**config.mk**
```make
export PLATFORM = sky130hd
export DESIGN_NAME = key_conditioner
export DESIGN_NICKNAME = d
export VERILOG_FILES = /design/src/rtl/key_conditioner.sv
export SDC_FILE = /design/constraint.sdc
export NUM_CORES = 1
export LEC_CHECK = 0
export CORE_ASPECT_RATIO = 0.7
export CORE_MARGIN = 5
export CORE_UTILIZATION = 40
export DETAILED_ROUTE_END_ITERATION = 8
export GPL_TIMING_DRIVEN = 1
export SLEW_MARGIN = 20
export SYNTH_ARGS = -nofsm -noshare
export SYNTH_HDL_FRONTEND = slang
export SYNTH_SLANG_ARGS = --single-unit
```
**constraint.sdc**
```tcl
create_clock -name clk -period 2 [get_ports clk]
set_input_delay 0.4 -clock clk [delete_from_list [all_inputs] [get_ports clk]]
set_output_delay 0.4 -clock clk [all_outputs]
set_load 0.01 [all_outputs]
```
**src/rtl/key_conditioner.sv**
```systemverilog
// key_conditioner: per-channel synchroniser, debouncer and press/release
// pulse generator for push-button inputs, with optional hold auto-repeat.
// Optional feature macro: KEY_AUTOREPEAT_EN (builds the hold counters and
// repeat FSM; when undefined key_repeat is tied to 0).
module key_conditioner #(
  parameter int unsigned N_KEYS          = 2,
  parameter int unsigned SYNC_STAGES     = 2,
  parameter int unsigned DEBOUNCE_CYCLES = 20000,
  parameter int unsigned REPEAT_DELAY    = 10000000,
  parameter int unsigned REPEAT_PERIOD   = 2500000
) (
  input  logic              clk,
  input  logic              rst_n,
  input  logic [N_KEYS-1:0] key_in,
  output logic [N_KEYS-1:0] key_level,
  output logic [N_KEYS-1:0] key_press,
  output logic [N_KEYS-1:0] key_release,
  output logic [N_KEYS-1:0] key_repeat
);

  localparam int unsigned CW = $clog2(DEBOUNCE_CYCLES + 1);
  localparam logic [CW-1:0] C_LAST = CW'(DEBOUNCE_CYCLES - 1);

  if (N_KEYS == 0 || SYNC_STAGES < 2 || DEBOUNCE_CYCLES == 0 ||
      REPEAT_DELAY == 0 || REPEAT_PERIOD == 0) begin : g_param_check
    $error("key_conditioner: parameter out of range");
  end

  logic [N_KEYS-1:0] r_sync [SYNC_STAGES];
  logic [N_KEYS-1:0] w_sync;
  logic [N_KEYS-1:0] r_level;
  logic [N_KEYS-1:0] r_press;
  logic [N_KEYS-1:0] r_release;
  logic [CW-1:0]     r_cnt [N_KEYS];
  logic [N_KEYS-1:0] w_diff;
  logic [N_KEYS-1:0] w_accept;
  logic [N_KEYS-1:0] w_press_acc;
  logic [N_KEYS-1:0] w_rel_acc;

  assign w_sync = r_sync[SYNC_STAGES-1];

  // Synchroniser chain bringing the asynchronous keys into the clk domain.
  always_ff @(posedge clk or negedge rst_n) begin
    if (!rst_n) begin
      for (int unsigned k = 0; k < SYNC_STAGES; k++) r_sync[k] <= '0;
    end else begin
      r_sync[0] <= key_in;
      for (int unsigned k = 1; k < SYNC_STAGES; k++) r_sync[k] <= r_sync[k-1];
    end
  end

  // Accept a level change once the counter has seen enough disagreement.
  always_comb begin
    w_diff   = w_sync ^ r_level;
    w_accept = '0;
    for (int unsigned i = 0; i < N_KEYS; i++) begin
      w_accept[i] = w_diff[i] && (r_cnt[i] == C_LAST);
    end
    w_press_acc = w_accept & w_sync;
    w_rel_acc   = w_accept & ~w_sync;
  end

  // Debounce counters, stable level and registered press/release pulses.
  always_ff @(posedge clk or negedge rst_n) begin
    if (!rst_n) begin
      r_level   <= '0;
      r_press   <= '0;
      r_release <= '0;
      for (int unsigned i = 0; i < N_KEYS; i++) r_cnt[i] <= '0;
    end else begin
      r_level   <= r_level ^ w_accept;
      r_press   <= w_press_acc;
      r_release <= w_rel_acc;
      for (int unsigned i = 0; i < N_KEYS; i++) begin
        if (!w_diff[i] || w_accept[i]) r_cnt[i] <= '0;
        else                           r_cnt[i] <= r_cnt[i] + CW'(1);
      end
    end
  end

  assign key_level   = r_level;
  assign key_press   = r_press;
  assign key_release = r_release;

`ifdef KEY_AUTOREPEAT_EN
  localparam int unsigned HMAX = (REPEAT_DELAY > REPEAT_PERIOD) ? REPEAT_DELAY : REPEAT_PERIOD;
  localparam int unsigned HW   = $clog2(HMAX + 1);
  localparam logic [HW-1:0] H_DLY = HW'(REPEAT_DELAY - 1);
  localparam logic [HW-1:0] H_PER = HW'(REPEAT_PERIOD - 1);

  typedef enum logic [1:0] {ST_IDLE, ST_WAIT, ST_REPEAT} rep_state_t;

  rep_state_t        r_state [N_KEYS];
  rep_state_t        w_state_nxt [N_KEYS];
  logic [HW-1:0]     r_hold [N_KEYS];
  logic [HW-1:0]     w_hold_nxt [N_KEYS];
  logic [N_KEYS-1:0] w_rep_fire;
  logic [N_KEYS-1:0] r_repeat;

  // Repeat FSM state, hold counter and registered repeat pulse.
  always_ff @(posedge clk or negedge rst_n) begin
    if (!rst_n) begin
      r_repeat <= '0;
      for (int unsigned i = 0; i < N_KEYS; i++) begin
        r_state[i] <= ST_IDLE;
        r_hold[i]  <= '0;
      end
    end else begin
      r_repeat <= w_rep_fire;
      for (int unsigned i = 0; i < N_KEYS; i++) begin
        r_state[i] <= w_state_nxt[i];
        r_hold[i]  <= w_hold_nxt[i];
      end
    end
  end

  // Next-state logic; a release accept overrides everything, so no repeat
  // pulse can share a cycle with the release pulse.
  always_comb begin
    w_rep_fire = '0;
    for (int unsigned i = 0; i < N_KEYS; i++) begin
      w_state_nxt[i] = r_state[i];
      w_hold_nxt[i]  = r_hold[i];
      if (w_rel_acc[i]) begin
        w_state_nxt[i] = ST_IDLE;
        w_hold_nxt[i]  = '0;
      end else begin
        case (r_state[i])
          ST_IDLE: begin
            if (w_press_acc[i]) begin
              w_state_nxt[i] = ST_WAIT;
              w_hold_nxt[i]  = '0;
            end
          end
          ST_WAIT: begin
            if (r_hold[i] == H_DLY) begin
              w_rep_fire[i]  = 1'b1;
              w_hold_nxt[i]  = '0;
              w_state_nxt[i] = ST_REPEAT;
            end else begin
              w_hold_nxt[i] = r_hold[i] + HW'(1);
            end
          end
          ST_REPEAT: begin
            if (r_hold[i] == H_PER) begin
              w_rep_fire[i] = 1'b1;
              w_hold_nxt[i] = '0;
            end else begin
              w_hold_nxt[i] = r_hold[i] + HW'(1);
            end
          end
          default: begin
            w_state_nxt[i] = ST_IDLE;
            w_hold_nxt[i]  = '0;
          end
        endcase
      end
    end
  end

  assign key_repeat = r_repeat;
`else
  assign key_repeat = '0;
`endif

endmodule

```
==> results_tabular.tex <==
\begin{tabular}{lr}
\hline
Metric & Value \\
\hline
\multicolumn{2}{l}{\textbf{Worst setup path}} \\
Cell with the largest stage delay on the worst path & or4\_4 \\
Endpoint arrival time on the critical path & 2090 ps \\
Worst Setup SP & r\_cnt[27] \\
Sequence of cells on the critical path & or4\_1 -> or4\_4 -> nand2\_2 -> nor2\_1 \\
Worst setup SP type & flip-flop \\
Critical path buffer and inverter count & 0 \\
Class of the most critical setup path & flip-flop to flip-flop \\
Largest fanout on the critical path & 13 \\
Max stage delay on crit path & 540 ps \\
Dominant delay contributor by cell family on the critical path & simple AND/OR/NAND/NOR gates \\
Reg-to-reg slack, setup & 90 ps \\
Endpoint class of the critical path & flip-flop \\
Required time at the worst-slack endpoint & 2180 ps \\
Crit Reg-Reg Startpoint & r\_cnt[27] \\
\multicolumn{2}{l}{\textbf{Logic synthesis}} \\
Syn Std Cell Area & 0.00180 mm2 \\
Count of warnings emitted by yosys & 0 \\
Avg Inst Size Synth & 10.6 um2 \\
Cell variety after synth & 30 \\
Proportion of synthesized chip area in sequential cells & 55.6\% \\
Number of instances in the synthesized netlist & 170 \\
Total of flip-flops plus latches after synthesis & 40 \\
Largest area contributor in the synthesized netlist & dfrtp\_1 \\
Synth area leaders & dfrtp\_1, xnor2\_1, nor2\_1 \\
Portion of synthesized cell area occupied by the leading cell type & 55.6\% \\
\multicolumn{2}{l}{\textbf{Global routing}} \\
First-pass GRT wire length & 5830 um \\
Antenna violations before repair & 0 \\
Vias in the first global route & 1,244 \\
Pin count of the biggest net entering global routing & 41 \\
Total gr overflow & 0 \\
Global Route Usage Sum & 12.3\% \\
\multicolumn{2}{l}{\textbf{Cells and area}} \\
Number of standard cells in the final layout excluding fillers & 241 \\
Final non-filler cell area & 0.00204 mm2 \\
Core utilization of the finished layout & 46.8\% \\
Area growth syn-to-layout & 13.1\% \\
Inserted Diodes & 0 \\
Share of layout cells above drive strength 1 & 9.14\% \\
\# nets final & 192 \\
\multicolumn{2}{l}{\textbf{Placed design}} \\
Placement-stage worst setup slack & 101 ps \\
Weighted congestion reported at the end of routability-driven placement & 0.851 \\
Placed wire-length estimate & 2230 um \\
Placement-stage cell area & 0.00196 mm2 \\
Placed Instances & 234 \\
Port Buffer Count & 9 \\
\multicolumn{2}{l}{\textbf{Clock network}} \\
Clock root buffer & clkbuf\_8 \\
Clock transition at the registers of the reported paths & 80 ps \\
Post-CTS repair timing setup buffer count & 0 \\
TritonCTS clock tree & yes \\
Worst-Skew Late Latency & 300 ps \\
Number of clock sinks & 40 \\
Cts bufs inserted & 5 \\
Hold bufs inserted after CTS & 0 \\
Post-cts repair resize count & 0 \\
Number of H-tree branching levels & 2 \\
Maximum buffer depth of the clock tree & 2 \\
\multicolumn{2}{l}{\textbf{Timing}} \\
Max Slew Vio Count & 0 \\
Worst-case clock skew & 5.41 ps \\
Unrepaired setup endpoints after global routing & false \\
Final setup fails & 0 \\
Fraction of the cycle the final worst path needs & 95.5\% \\
Sum of negative setup slack & 0 ps \\
Period minus WS final & 1910 ps \\
Maximum achievable frequency & 0.523 GHz \\
Worst-case hold slack & 138 ps \\
Final hold violation count & 0 \\
Final worst setup slack & 89.4 ps \\
\multicolumn{2}{l}{\textbf{Power}} \\
Max rail drop VDD & 0.452 mV \\
Areal power density over the cells & 694 mW/mm2 \\
Total Power & 1.41 mW \\
Total leakage power & 0.842 nW \\
\multicolumn{2}{l}{\textbf{Die}} \\
Core Area & 0.00435 mm2 \\
Width of the die & 90.2 um \\
Number of top-level design ports & 12 \\
Starting density of the core & 41.4\% \\
Height of the die & 66.2 um \\
Number of core rows & 20 \\
Total Die Area & 0.00597 mm2 \\
\multicolumn{2}{l}{\textbf{Route}} \\
1st-iter DRT viols & 73 \\
Average detailed-routed wire length per instance & 13.4 um \\
Detail Route Antenna Nets & 0 \\
Number of optimization iterations in the first detailed-route pass & 4 \\
Final wirelength & 3240 um \\
Vias/cell & 5.06 \\
DRC violation count after routing & 0 \\
Total via count after detailed routing & 1,219 \\
\multicolumn{2}{l}{\textbf{Min path}} \\
Worst hold path type & primary input to asynchronous set/reset pin \\
\multicolumn{2}{l}{\textbf{Flow run}} \\
Count of max-cap constraint violations & 0 \\
\multicolumn{2}{l}{\textbf{Run status}} \\
Result of the run & completed \\
\hline
\end{tabular}
## cell type report
class                           instances  area [um2]
Inverter                                4        15.0
Clock inverter                          2        12.5
Multi-Input combinational cell        122         756
Timing Repair Buffer                   13         115
Fill cell                             441        2320
Clock buffer                            5        68.8
Tap cell                               55        68.8
Sequential cell                        40        1000
## state kept, by name (all words and copies together) (netlist names), named ones only
| register | flops |
|---|---|
| key_press | 2 |
| w_sync | 2 |
| r_cnt | 30 |
| r_sync | 2 |
| key_release | 2 |
## cell usage after synthesis
library cell,number
nor3b_1,4
nor4b_1,1
mux2_2,1
or3_1,1
dfrtp_1,40
conb_1,1
nor3_1,6
and3_1,4
xnor2_1,18
o31ai_1,1
inv_1,4
or4_1,2
ha_1,2
buf_4,2
a21oi_1,3
nand2_1,9
nor4_1,5
nand3_1,9
o21ai_0,2
and4_1,2
or3b_2,1
buf_6,1
mux2_4,1
and2_1,2
clkbuf_1,2
nor2_1,27
nand2_2,1
nand4_1,10
or4_4,1
xor2_1,7
## cells by family after synthesis
family | share of synthesized area [%]
other | 0.208
DFF | 55.6
xor gates and xnor gates | 12.2
adders and majority gates | 1.39
muxes | 1.46
and+or+nand+nor | 24.7
AOI/OAI and AO/OA | 1.81
buffers and inverters | 2.71
## where the power goes
part	internal (mW)	switching [mW]
logic	0.0177	0.0344
registers	0.822	0.0168
clock network	0.236	0.286
total	1.08	0.337
## routing by layer
metal  wire length, um  global-route usage (%)  vias to the layer above
met5                 0                       0                        -
met4                69                    5.02                        0
met3               161                    3.64                        9
met2              1310                    17.9                       22
met1              1690                    17.2                      578
li1                  -                       -                      610
## worst paths after layout
| kind | cells past startpoint | endpoint |
|---|---|---|
| max in group asynchronous | 2 | r_cnt[13] |
| hold reg to reg | 0 | w_sync[0] |
| setup / recovery | 4 | r_cnt[17] |
| min in group clk | 0 | w_sync[0] |
| hold / removal | 2 | r_cnt[16] |
| setup reg to reg | 4 | r_cnt[17] |
## layout by cell type, fill, tap and decap left out, drive strengths merged
master,n
clkdlybuf4s50,8
nand4,10
nor3,6
xnor2,18
ha,2
nor4b,1
nand2,10
conb,2
dfrtp,40
clkinvlp,1
and4,2
buf,5
nor3b,4
or3,1
clkinv,1
nor2,27
and2,2
inv,4
nand3,9
and3,4
or3b,1
a21oi,3
o21ai,2
clkbuf,5
o31ai,1
mux2,2
xor2,7
nor4,5
or4,3
Power figures use the tool's default switching activity.
